--- config.mk ---
export PLATFORM = sky130hd
export DESIGN_NAME = spi_txn_arbiter_flat
export DESIGN_NICKNAME = d
export VERILOG_FILES = /design/src/rtl/spi_txn_arbiter_if.sv /design/src/rtl/spi_txn_arbiter.sv /design/src/flat_wrapper.sv
export SDC_FILE = /design/constraint.sdc
export NUM_CORES = 1
export LEC_CHECK = 0
export CAP_MARGIN = 20
export CELL_PAD_IN_SITES_DETAIL_PLACEMENT = 2
export CELL_PAD_IN_SITES_GLOBAL_PLACEMENT = 2
export CORE_MARGIN = 2
export CORE_UTILIZATION = 25
export DETAILED_ROUTE_END_ITERATION = 12
export PLACE_DENSITY = 0.85
export SLEW_MARGIN = 15
export SYNTH_ARGS = -nofsm -noshare
export SYNTH_HDL_FRONTEND = slang
export SYNTH_SLANG_ARGS = --single-unit
export TNS_END_PERCENT = 5
--- constraint.sdc ---
create_clock -name pclk_i -period 1.55 [get_ports pclk_i]
set_input_delay 0.31 -clock pclk_i [delete_from_list [all_inputs] [get_ports pclk_i]]
set_output_delay 0.31 -clock pclk_i [all_outputs]
set_load 0.01 [all_outputs]
--- src/rtl/spi_txn_arbiter_if.sv ---
// rtl/spi_txn_arbiter_if.sv - APB-style access port between the arbiter and the SPI controller
interface spi_txn_arbiter_if;
  logic [7:0] m_paddr_o;
  logic [7:0] m_pwdata_o;
  logic       m_pwrite_o;
  logic       m_penable_o;
  logic [7:0] m_prdata_i;
  logic       m_pready_i;

  modport master (
    output m_paddr_o, m_pwdata_o, m_pwrite_o, m_penable_o,
    input  m_prdata_i, m_pready_i
  );

  modport slave (
    input  m_paddr_o, m_pwdata_o, m_pwrite_o, m_penable_o,
    output m_prdata_i, m_pready_i
  );
endinterface

--- src/rtl/spi_txn_arbiter.sv ---
// rtl/spi_txn_arbiter.sv - round-robin arbiter running addr/data/ctrl writes and status polling on an SPI controller
module spi_txn_arbiter #(
  parameter int         NUM_REQ   = 2,
  parameter int         POLL_MAX  = 64,
  parameter logic [7:0] CTRL_ADDR = 8'h20
) (
  input  logic                 pclk_i,
  input  logic                 prst_i,
  input  logic [NUM_REQ-1:0]   req_i,
  input  logic [8*NUM_REQ-1:0] addr_i,
  input  logic [8*NUM_REQ-1:0] data_i,
  output logic [NUM_REQ-1:0]   gnt_o,
  output logic [NUM_REQ-1:0]   done_o,
  output logic [NUM_REQ-1:0]   err_o,
  output logic                 busy_o,
  spi_txn_arbiter_if.master    apb
);

  localparam int IW = (NUM_REQ > 1) ? $clog2(NUM_REQ) : 1;
  localparam int PW = $clog2(POLL_MAX + 1);
  localparam logic [7:0] ADDR_REG = 8'h00;
  localparam logic [7:0] DATA_REG = 8'h10;

  typedef enum logic [2:0] {IDLE, WR_ADDR, WR_DATA, WR_CTRL, POLL, GAP, FIN} state_t;

  state_t             state_q, ret_q;
  logic [IW-1:0]      ptr_q;
  logic [NUM_REQ-1:0] gnt_q, done_q, err_q;
  logic               busy_q;
  logic [7:0]         addr_q, data_q;
  logic [PW-1:0]      poll_cnt_q;
  logic [7:0]         paddr_q, pwdata_q;
  logic               pwrite_q, penable_q;

  logic [2*NUM_REQ-1:0] req_dbl;
  logic [NUM_REQ-1:0]   req_rot;
  logic                 found_d;
  logic [IW:0]          sum_d;
  logic [IW-1:0]        sel_d, ptr_d;
  logic [7:0]           sel_addr_d, sel_data_d;
  logic [PW-1:0]        poll_cnt_d;
  logic                 unused_prdata;

  // Rotate requests so bit 0 is the requester after the last grant, then take the first set bit.
  assign req_dbl = {req_i, req_i} >> ptr_q;
  assign req_rot = req_dbl[NUM_REQ-1:0];

  always_comb begin
    found_d = 1'b0;
    sum_d   = '0;
    for (int i = 0; i < NUM_REQ; i++) begin
      if (!found_d && req_rot[i]) begin
        found_d = 1'b1;
        sum_d   = {1'b0, ptr_q} + (IW+1)'(i);
      end
    end
    if (sum_d >= (IW+1)'(NUM_REQ)) begin
      sum_d = sum_d - (IW+1)'(NUM_REQ);
    end
    sel_d = sum_d[IW-1:0];
    ptr_d = (sel_d == IW'(NUM_REQ - 1)) ? '0 : sel_d + 1'b1;
  end

  always_comb begin
    sel_addr_d = '0;
    sel_data_d = '0;
    for (int k = 0; k < NUM_REQ; k++) begin
      if (sel_d == IW'(k)) begin
        sel_addr_d = addr_i[8*k +: 8];
        sel_data_d = data_i[8*k +: 8];
      end
    end
  end

  // Saturating so a long poll run can never wrap back under POLL_MAX.
  assign poll_cnt_d = (poll_cnt_q == PW'(POLL_MAX)) ? poll_cnt_q : poll_cnt_q + 1'b1;

  assign unused_prdata = ^apb.m_prdata_i[7:1];

  always_ff @(posedge pclk_i or negedge prst_i) begin
    if (!prst_i) begin
      state_q    <= IDLE;
      ret_q      <= IDLE;
      ptr_q      <= '0;
      gnt_q      <= '0;
      done_q     <= '0;
      err_q      <= '0;
      busy_q     <= 1'b0;
      addr_q     <= '0;
      data_q     <= '0;
      poll_cnt_q <= '0;
      paddr_q    <= '0;
      pwdata_q   <= '0;
      pwrite_q   <= 1'b0;
      penable_q  <= 1'b0;
    end else begin
      done_q <= '0;
      err_q  <= '0;
      case (state_q)
        IDLE: begin
          if (found_d) begin
            state_q    <= WR_ADDR;
            gnt_q      <= NUM_REQ'(1) << sel_d;
            ptr_q      <= ptr_d;
            addr_q     <= sel_addr_d;
            data_q     <= sel_data_d;
            poll_cnt_q <= '0;
            busy_q     <= 1'b1;
            paddr_q    <= ADDR_REG;
            pwdata_q   <= sel_addr_d;
            pwrite_q   <= 1'b1;
            penable_q  <= 1'b1;
          end
        end
        WR_ADDR, WR_DATA, WR_CTRL: begin
          if (apb.m_pready_i) begin
            state_q   <= GAP;
            ret_q     <= (state_q == WR_ADDR) ? WR_DATA :
                         (state_q == WR_DATA) ? WR_CTRL : POLL;
            paddr_q   <= '0;
            pwdata_q  <= '0;
            pwrite_q  <= 1'b0;
            penable_q <= 1'b0;
          end
        end
        POLL: begin
          if (apb.m_pready_i) begin
            poll_cnt_q <= poll_cnt_d;
            paddr_q    <= '0;
            pwdata_q   <= '0;
            pwrite_q   <= 1'b0;
            penable_q  <= 1'b0;
            if (!apb.m_prdata_i[0]) begin
              state_q <= FIN;
              done_q  <= gnt_q;
            end else if (poll_cnt_d >= PW'(POLL_MAX)) begin
              state_q <= FIN;
              err_q   <= gnt_q;
            end else begin
              state_q <= GAP;
              ret_q   <= POLL;
            end
          end
        end
        GAP: begin
          state_q   <= ret_q;
          penable_q <= 1'b1;
          case (ret_q)
            WR_DATA: begin
              paddr_q  <= DATA_REG;
              pwdata_q <= data_q;
              pwrite_q <= 1'b1;
            end
            WR_CTRL: begin
              paddr_q  <= CTRL_ADDR;
              pwdata_q <= 8'h01;
              pwrite_q <= 1'b1;
            end
            default: begin
              paddr_q  <= CTRL_ADDR;
              pwdata_q <= 8'h00;
              pwrite_q <= 1'b0;
            end
          endcase
        end
        FIN: begin
          state_q <= IDLE;
          gnt_q   <= '0;
          busy_q  <= 1'b0;
        end
        default: begin
          state_q <= IDLE;
        end
      endcase
    end
  end

  assign gnt_o           = gnt_q;
  assign done_o          = done_q;
  assign err_o           = err_q;
  assign busy_o          = busy_q;
  assign apb.m_paddr_o   = paddr_q;
  assign apb.m_pwdata_o  = pwdata_q;
  assign apb.m_pwrite_o  = pwrite_q;
  assign apb.m_penable_o = penable_q;

endmodule

--- src/flat_wrapper.sv ---
// flat-port wrapper written by rule: the top's interface ports become plain ports
module spi_txn_arbiter_flat 
#(
  parameter int         NUM_REQ   = 2,
  parameter int         POLL_MAX  = 64,
  parameter logic [7:0] CTRL_ADDR = 8'h20
)
  (pclk_i, prst_i, req_i, addr_i, data_i, gnt_o, done_o, err_o, busy_o, apb_m_paddr_o, apb_m_pwdata_o, apb_m_pwrite_o, apb_m_penable_o, apb_m_prdata_i, apb_m_pready_i);
  spi_txn_arbiter_if apb_i ();
  input  logic pclk_i;
  input  logic prst_i;
  input  logic [NUM_REQ-1:0] req_i;
  input  logic [8*NUM_REQ-1:0] addr_i;
  input  logic [8*NUM_REQ-1:0] data_i;
  output logic [NUM_REQ-1:0] gnt_o;
  output logic [NUM_REQ-1:0] done_o;
  output logic [NUM_REQ-1:0] err_o;
  output logic busy_o;
  output wire logic [$bits(apb_i.m_paddr_o)-1:0] apb_m_paddr_o;
  output wire logic [$bits(apb_i.m_pwdata_o)-1:0] apb_m_pwdata_o;
  output wire logic [$bits(apb_i.m_pwrite_o)-1:0] apb_m_pwrite_o;
  output wire logic [$bits(apb_i.m_penable_o)-1:0] apb_m_penable_o;
  input wire logic [$bits(apb_i.m_prdata_i)-1:0] apb_m_prdata_i;
  input wire logic [$bits(apb_i.m_pready_i)-1:0] apb_m_pready_i;
  assign apb_m_paddr_o = apb_i.m_paddr_o;
  assign apb_m_pwdata_o = apb_i.m_pwdata_o;
  assign apb_m_pwrite_o = apb_i.m_pwrite_o;
  assign apb_m_penable_o = apb_i.m_penable_o;
  assign apb_i.m_prdata_i = apb_m_prdata_i;
  assign apb_i.m_pready_i = apb_m_pready_i;
  spi_txn_arbiter #(.NUM_REQ(NUM_REQ), .POLL_MAX(POLL_MAX), .CTRL_ADDR(CTRL_ADDR)) u_core (.pclk_i(pclk_i), .prst_i(prst_i), .req_i(req_i), .addr_i(addr_i), .data_i(data_i), .gnt_o(gnt_o), .done_o(done_o), .err_o(err_o), .busy_o(busy_o), .apb(apb_i));
endmodule
# Word level (Yosys, flattened, before mapping)

Index checks and enable logic that the tools add are counted.

Add/subtract/negate cells: 4
Shift operators: 2
Multiplexer cells: 47
Reductions and logical operators: 16
Magnitude comparators: 2
Eq/ne operators: 15

Operators by type and width:

| kind                | number |
|---|---|
| $pmux 8 s3          | 2 |
| $mux 8              | 5 |
| $mux 3              | 10 |
| $mux 7              | 3 |
| $mux 2              | 10 |
| $pmux 8 s2          | 1 |
| $pmux 7 s2          | 1 |
| $eq 3x2->1 const B  | 4 |
| $pmux 3 s4          | 1 |
| $eq 3x3->1 const B  | 3 |
| $reduce_and 3->1    | 3 |
| $mux 1              | 8 |
| $ne 2x2->1 const B  | 4 |
| $add 7x1->7 const B | 1 |
| $eq 7x7->1 const B  | 1 |
| $ge 7x7->1 const B  | 1 |
| $mux 6              | 1 |
| $pmux 1 s3          | 2 |
| $pmux 3 s2          | 1 |
| $reduce_bool 2->1   | 3 |
| $reduce_and 5->1    | 1 |
| $ne 2x1->1 const B  | 2 |
| $pmux 2 s2          | 1 |
| $reduce_and 2->1    | 2 |
| other kinds (15)    | 15 |

Input bits: 45
Register bits: 47

# Depth between registers and ports, before layout

Depth after elaboration: 10
Gate-level depth with buffers: 7

# Least setup slack after synthesis

OpenSTA, ideal clock, no wires.

Kind: reg-to-reg
Start: reg u_core.state_q[2]
End: reg u_core.pwrite_q (netlist: u_core.apb.m_pwrite_o)
Clock period less this slack: 1.633 ns
Path buffers: 2
Stages on the path, launching flop included: 7
Setup time: 0.125 ns
Path slack: -0.083 ns
Data arrival time: 1.508 ns
Path through: dfrtp_1 > buf_4 > nor2b_4 > a221oi_2 > and2_1 > buf_6 > mux2_4

Cells in the longest elaborated chain, start to end: 4
Elaborated cells on any way between the ends: 12
Those cells by class: eq/ne (7); mux (1); reduce/logical (4)

RTL lines:

| item                                                                    | line                   | RTL |
|---|---|---|
| start: declaration                                                      | spi_txn_arbiter.sv:26  | `state_t state_q, ret_q;` |
| start signal: assignment                                                | spi_txn_arbiter.sv:146 | `state_q <= ret_q;` |
| $eq 3x2->1, or another cell as far along                                | spi_txn_arbiter.sv:99  | `case (state_q)` |
| $reduce_or 4->1 (no source line)                                        | n/a                    |  |
| $ne 2x1->1 (no source line) / $reduce_bool 3->1 (equally long branches) | n/a                    |  |
| $reduce_and 3->1 (no source line)                                       | n/a                    |  |
| end signal: assignment                                                  | spi_txn_arbiter.sv:94  | `pwrite_q <= 1'b0;` |
| end signal: assignment                                                  | spi_txn_arbiter.sv:111 | `pwrite_q <= 1'b1;` |
| end signal: assignment                                                  | spi_txn_arbiter.sv:122 | `pwrite_q <= 1'b0;` |
| end: declaration                                                        | spi_txn_arbiter.sv:33  | `logic pwrite_q, penable_q;` |

Several ways; a longest one is shown, not always the timed one.
A chain may end at the register's enable or synchronous reset.

# Worst setup path in the final report

Start: in req_i[1]
End: reg u_core.gnt_q[1] (netlist: u_core.gnt_o[1])

Cells in the longest elaborated chain, start to end: 10
Elaborated cells on any way between the ends: 15
Those cells by class: add/sub (1); order compare (1); eq/ne (1); shift (2); mux (7); reduce/logical (3)

RTL lines:

| item                                             | line                                         | RTL |
|---|---|---|
| start: declaration                               | flat_wrapper.sv:12                           | `input logic [NUM_REQ-1:0] req_i;` |
| $shr 4x1->2 (*)                                  | spi_txn_arbiter.sv:45                        | `assign req_dbl = {req_i, req_i} >> ptr_q;` |
| $mux 1                                           | spi_txn_arbiter.sv:52                        | `if (!found_d && req_rot[i]) begin` |
| $logic_not 1->1                                  | spi_txn_arbiter.sv:52                        |  |
| $logic_and 1x1->1                                | spi_txn_arbiter.sv:52                        |  |
| $mux 2                                           | spi_txn_arbiter.sv:52                        |  |
| $ge 2x2->1 / $sub 1x1->1 (equally long branches) | spi_txn_arbiter.sv:57, spi_txn_arbiter.sv:58 |  |
| $mux 1                                           | spi_txn_arbiter.sv:57                        | `if (sum_d >= (IW+1)'(NUM_REQ)) begin` |
| $shl 1x1->2                                      | spi_txn_arbiter.sv:103                       | `gnt_q <= NUM_REQ'(1) << sel_d;` |
| $mux 2                                           | spi_txn_arbiter.sv:101                       | `if (found_d) begin` |
| $pmux 2 s2                                       | spi_txn_arbiter.sv:99                        |  |
| end signal: assignment                           | spi_txn_arbiter.sv:103                       |  |
| end: declaration                                 | spi_txn_arbiter.sv:28                        | `logic [NUM_REQ-1:0] gnt_q, done_q, err_q;` |

Every way passes the cells marked *; elsewhere a longest branch is shown, timed or not. The select of a mux whose other input is x is not followed.

==> flow_summary.json <==
{
  "outcome": "finished, violations left",
  "violations": "setup timing",
  "finalSetupViolCount": 4,
  "antenna_cells": 0,
  "synth-seq-cells": 41,
  "dieWidth_um": 99.3,
  "die_h_um": 99.3,
  "drv_slew": 0,
  "via_count": 2155,
  "antenna_found_initial": 0,
  "synth_area_leaders": "dfrtp_1 (45%), mux2i_1 (6.6%), a21oi_1 (3.7%), nor2_1 (3.3%), o221ai_1 (3.1%)",
  "worstHoldStart": "u_core.apb.m_paddr_o[4]$_DFFE_PN0P_",
  "cp.arrival_ns": 1.83,
  "overflow": 0,
  "htree_num_levels": 2,
  "grt_pass1_wl_um": 12600,
  "fin_crit_ns": 1.60,
  "core_sq_um": 8760,
  "power_w": 0.00521,
  "grt_usage": 0.163,
  "port_buffers": 56,
  "cap_viol_max_count": 0,
  "worstSetupStartpointType": "input port",
  "cts_buffer_depth": 2,
  "grt_pass1_vias": 2349,
  "area_delta_synth_final_pct": 49.7,
  "dp_hpwl_um": 5870,
  "crit_slowest_cell": "clkdlybuf4s50_1",
  "syn-cell-area_sq_um": 2270,
  "yosysTopAreaCell": "dfrtp_1",
  "cts_tree": "yes",
  "rows": 34,
  "wl_per_cell_um": 18.4,
  "yosysSeqAreaShare": 0.452,
  "hp-class": "reg2reg",
  "leakage_nw": 1.60,
  "hold_viol_final": 0,
  "route.detailed.drc": 0,
  "via_per_inst": 4.97,
  "crit_start": "req_i[1]",
  "finClkSkew_ns": 0.00351,
  "synth_edf_count": 0,
  "cp_top_family": "compound AO/OA/AOI/OAI gates",
  "dr.first_iter.drc_count": 63,
  "syn_avg_cell_area_sq_um": 9.71,
  "power_density_nw_per_um2": 1530,
  "pre_cts_ws_ns": -0.471,
  "wirelength_um": 7980,
  "synth_cells": 234,
  "start_util": 0.259,
  "finalWorstSetupSlack_ns": -0.0517,
  "drive_gt1_frac": 0.236,
  "dieArea_sq_um": 9870,
  "setup.worst_path.class": "in2reg",
  "cts_num_sinks": 41,
  "numCtsBuffers": 5,
  "layout.nets": 372,
  "cp_data_required_time_ns": 1.78,
  "synthArstFlopShare": 1.00,
  "io_pins": 70,
  "dr.pass1.iters": 4,
  "synth_top_area_frac": 0.452,
  "max_stage_delay_ns": 0.48,
  "synth_warnings": 0,
  "path_cells": "clkdlybuf4s50_1, buf_4, o21ba_2, o21ai_0, a22o_1",
  "grt_max_degree": 42,
  "ys_types": 50,
  "antenna_left": 0,
  "path_clk_slew_ns": 0.08,
  "clock_latency_ns": 0.30,
  "irDropWorstVdd_v": 0.000494,
  "final.fill_count": 951,
  "ys.flop_type": "dfrtp_1",
  "cts-root-buf": "clkbuf_8",
  "max_freq_mhz": 624,
  "cp_max_fo": 8,
  "period_share": 1.03,
  "r2r_start": "u_core.poll_cnt_q[0]$_DFFE_PN0P_",
  "worst-path-buf-inv": 2,
  "cp-end-kind": "flip-flop",
  "rsz0062_at_grt": "yes",
  "place_congestion": 0.819
}
-- area by class of cell --
class / instances / area, sq um / share of cell area
clock buffers: 7 / 96.3 / 0.0283
inverters: 11 / 41.3 / 0.0121
clock inverters: 1 / 5.00 / 0.00147
multi-input cells: 168 / 1150 / 0.339
flip-flops and latches: 41 / 1030 / 0.303
well taps: 108 / 135 / 0.0397
repair buffers: 98 / 940 / 0.276
-- power by group --
group | internal (W) | switching (W) | leakage (nW)
combinational | 0.00135 | 0.00135 | 1.04
clock | 0.000403 | 0.000377 | 0.0542
sequential | 0.00144 | 0.000292 | 0.508
-- routing by layer --
layer / part of all wire / GRT usage / vias up
met5: 0 / 0 / -
met2: 0.54 / 0.297 / 42
met4: 0.014 / 0.0411 / 0
li1: - / - / 1012
met3: 0.026 / 0.0281 / 8
met1: 0.42 / 0.198 / 1093
-- cells by family after synthesis --
kind of cell,after synthesis,synth area share
simple gates,80,0.200
compound gates,64,0.187
flops,41,0.452
buf+inv,30,0.0760
mux,16,0.0727
fa+ha+maj,2,0.0110
other cells,1,0.00165
-- cells in the final DEF, fill, tap and decap left out, drive strengths merged, types with 5 or more instances in the layout --
master         count
nor3               6
nor3b              5
dfrtp             41
nand2             18
buf               42
nand3              6
mux2i             15
o21ai             14
clkbuf             7
conb               6
o221ai             8
clkdlybuf4s50     42
nor2              20
a21oi             17
dlymetal6s2s      10
inv               11
a31oi              5
-- final timing paths --
kind	to	slack [ns]	cells after the start
worst max register to register	u_core.ret_q[1]$_DFFE_PN0P_	-0.02	5
max in group asynchronous	u_core.state_q[2]$_DFFE_PN0P_	0.81	3
worst min-delay path	u_core.apb.m_paddr_o[4]$_DFFE_PN0P_	0.49	1
min in group asynchronous	u_core.poll_cnt_q[5]$_DFFE_PN0P_	0.51	3
worst min register to register	u_core.apb.m_paddr_o[4]$_DFFE_PN0P_	0.49	1
worst max-delay path	u_core.gnt_o[1]$_DFFE_PN0P_	-0.05	5
-- synth_stat cells (all sizes together), types with 2 or more instances --
| cell | count |
|---|---|
| or2 | 2 |
| nand3b | 3 |
| o221ai | 8 |
| inv | 11 |
| nand2 | 18 |
| buf | 17 |
| a21boi | 2 |
| dfrtp | 41 |
| mux2i | 15 |
| o31ai | 3 |
| a21o | 4 |
| o21ai | 14 |
| nor3 | 6 |
| and2 | 2 |
| nand3 | 6 |
| a211oi | 2 |
| or3 | 2 |
| a21oi | 17 |
| nor3b | 5 |
| nor2b | 3 |
| nor2 | 20 |
| a31oi | 5 |
| clkbuf | 2 |
| nand2b | 4 |
| and3 | 2 |
| nand4 | 2 |
| ha | 2 |
| nor4 | 2 |
-- registers in the layout (all words and copies together), names as in the netlist --
register / flops
u_core.ptr_q: 1
u_core.apb.m_pwdata_o: 8
u_core.done_o: 2
u_core.data_q: 8
u_core.poll_cnt_q: 7
u_core.state_q: 3
u_core.apb.m_pwrite_o: 1
u_core.ret_q: 3
u_core.apb.m_paddr_o: 2
u_core.busy_o: 1
u_core.gnt_o: 2
u_core.apb.m_penable_o: 1
u_core.err_o: 2
-- metrics by stage --
step                cell area (sq um)  std cells  setup TNS (ns)  utilization  hold slack [ns]
finish                           3400        434         -0.0946        0.388            0.492
global route                     3400        434           -1.32        0.388            0.522
CTS                              3330        434         -0.0637        0.380            0.497
detailed placement               3180        423          -11.92        0.363            0.310
global placement                 3180        423           -8.63        0.363            0.315
floorplan                        2290        239         -0.0454            -           0.0144
-- repair_timing --
| item | in CTS | in global routing |
|---|---|---|
| pin swaps | 2 | 1 |
| hold buffers | 1 | 0 |
| setup endpoints to repair | 30 | 34 |
| cloned | 0 | 0 |
| gates resized for setup | 13 | 19 |
| hold endpoints to repair | 28 | 0 |
| setup buffers | 2 | 0 |
No activity file was read; power rests on OpenSTA's default activity.
==> RTL edit: new RTL, same flow settings <==
Set the localparam `ADDR_REG` to 8'h01 (it was 8'h00).
--- a/src/rtl/spi_txn_arbiter.sv
+++ b/src/rtl/spi_txn_arbiter.sv
@@ -18,7 +18,7 @@
 
   localparam int IW = (NUM_REQ > 1) ? $clog2(NUM_REQ) : 1;
   localparam int PW = $clog2(POLL_MAX + 1);
-  localparam logic [7:0] ADDR_REG = 8'h00;
+  localparam logic [7:0] ADDR_REG = 8'h01;
   localparam logic [7:0] DATA_REG = 8'h10;
 
   typedef enum logic [2:0] {IDLE, WR_ADDR, WR_DATA, WR_CTRL, POLL, GAP, FIN} state_t;
Formal check against the unedited RTL: not equivalent (Yosys sat finds a counterexample within 4 cycles, from zero or initial values and one cycle with prst_i low).
==> RTL edit against the original RTL <==
  * Area after synthesis fell by 2.0%
  * Total power rose by 15%
  * The run still ends with setup timing left
  * Hold slack got worse by 0.062 ns
  * Worst setup slack got worse by 0.16 ns
  * Final area rose by 5.6%
  * Combinational power rose by 19%
  * Die area fell by 1.9%
  * Synthesized cell count did not move
  * Sequential cell count rose by 1
  * Critical path type is now register to register
  * Wire length rose by 25%
==> RTL edit: results (changes against the original RTL) <==
- Status: finished, violations left
- Violated checks: setup timing
- Worst Hold Depth: 3 (+2)
- Max Clock Skew: 0.0104 ns (+0.00687 ns)
- Synth cell count leaders: dfrtp_1, nand2_1, o21ai_0, mux2i_1, inv_1
- Filler cell count: 916 (-3.7%)
- First-pass GRT wire length: 14.5 mm (+15%)
- Buffers on Ports: 57 (+1.8%)
- Post-synth top flop: dfrtp_1
- Post-synth top area share: 47.2% (+2.0 points)
- Final net count: 377 (+1.3%)
- Leak: 1.68 nW (+4.7%)
- Share of the yosys chip area belonging to registers: 47.2% (+2.0 points)
- Initial antenna violation count: 0 (unchanged)
- Vias in the first global route: 2,596 (+11%)
- Total track usage: 19.4% (+3.1 points)
- DP Wirelength: 6.71 mm (+14%)
- DR iter-0 viols: 34 (-46%)
- WL met2: 5.71 mm (+33%)
- Worst path max stage delay: 0.49 ns
- Share of post-route cells with drive strength above 1: 29.0% (+5.4 points)
- DR WL met3: 249 um (+21%)
- M1 wire length: 3.73 mm (+10%)
- Worst setup path endpoint: u_core.poll_cnt_q[3]
- Top Family by Delay on Critical Path: simple AND/OR/NAND/NOR gates
- Clk pin slew, worst setup/hold paths: 0.09 ns
- Worst EP arrival: 2.00 ns (+0.17 ns)
- Grt met2 use: 38.3% (+8.5 points)
- H-tree Lvls: 2 (unchanged)
- Synth Warn #: 0 (unchanged)
- Hold Path Class: primary input to register
- Worst-path fanout max: 3 (-5)
- Routed vias/inst: 5.12 (+3.1%)
- Slowest cell on crit path: or4_4
- TritonCTS Buffers: 5 (unchanged)
- Synth async-reset ratio: 100% (unchanged)
- Synth top area cells: dfrtp_1, mux2i_1, nand2_1, o21ai_0, nor3b_1
- Worst vdd ir: 0.548 mV (+11%)
- Worst hold endpoint: u_core.apb.m_penable_o
- Root Buffer Master: clkbuf_8
- Largest net degree at the start of global routing: 28 (-33%)
- Worst setup margin: -0.213 ns (-0.161 ns)
- WL per Instance: 22.7 um (+24%)
- GP Congestion: 0.828 (+1.0%)
- # diodes: 0 (unchanged)
- Post-DP Area: 0.00322 mm2 (+1.2%)
- Netlist cell types: 48 (-4.0%)
- Pre-CTS setup slack: -0.696 ns (-0.225 ns)
- Met3 Track Usage GR: 2.36% (-0.45 points)
- Met1 Use GR: 21.6% (+1.8 points)
- Critical path startpoint: u_core.poll_cnt_q[0]
- Worst hold start: apb_m_pready_i
- Worst skew pair latency: 0.31 ns
- Setup violators final: 35 (+31)
[RTL edit: logic make-up (layout without fill, tap and decap cells)]
| kind of cell | count (synthesis) | count (layout) | synth area share, % |
|---|---|---|---|
| and+or+nand+nor | 82 | 82 | 19.0 |
| DFF | 42 | 42 | 47.2 |
| other | 1 | 5 | 0.168 |
| muxes | 16 | 16 | 7.19 |
| adders and majority gates | 2 | 2 | 1.12 |
| xor gates and xnor gates | 3 | 3 | 1.18 |
| buffers and inverters | 31 | 124 | 6.69 |
| AOI/OAI and AO/OA | 57 | 57 | 17.5 |
[RTL edit: where the power goes]
group	internal (mW)	switching, mW
Sequential	1.49	0.369
Combinational	1.53	1.69
Clock	0.481	0.422
Total	3.50	2.48
[RTL edit: repair_timing]
action | in CTS | in global routing
setup endpoints to repair | 44 | 48
gates resized for setup | 37 | 41
hold buffers | 1 | 0
setup buffers | 0 | 1
pin swaps | 8 | 8
endpoints found under the hold margin | 15 | 0
[RTL edit: metrics by stage]
stage | hold WS [ns] | setup TNS (ns) | cells
after CTS | 0.477 | -2.75 | 438
after floorplan | 0.0144 | -1.59 | 238
after detailed placement | 0.266 | -15.76 | 429
after global placement | 0.255 | -11.85 | 429
after global routing | 0.476 | -4.83 | 439
final | 0.430 | -2.82 | 439
[RTL edit: cell type report]
type	count	area (um2)	area share [%]
flip-flops and latches	42	1050	29.3
inverters	14	52.6	1.46
clock inverters	2	37.5	1.05
repair buffers	102	995	27.7
well taps	108	135	3.76
clock buffers	6	72.6	2.02
multi-input cells	165	1240	34.7
[RTL edit: worst min-delay path: stages]
cell,delay [ns]
dlymetal6s2s_1,0.18
buf_4,0.17
a2bb2oi_2,0.05
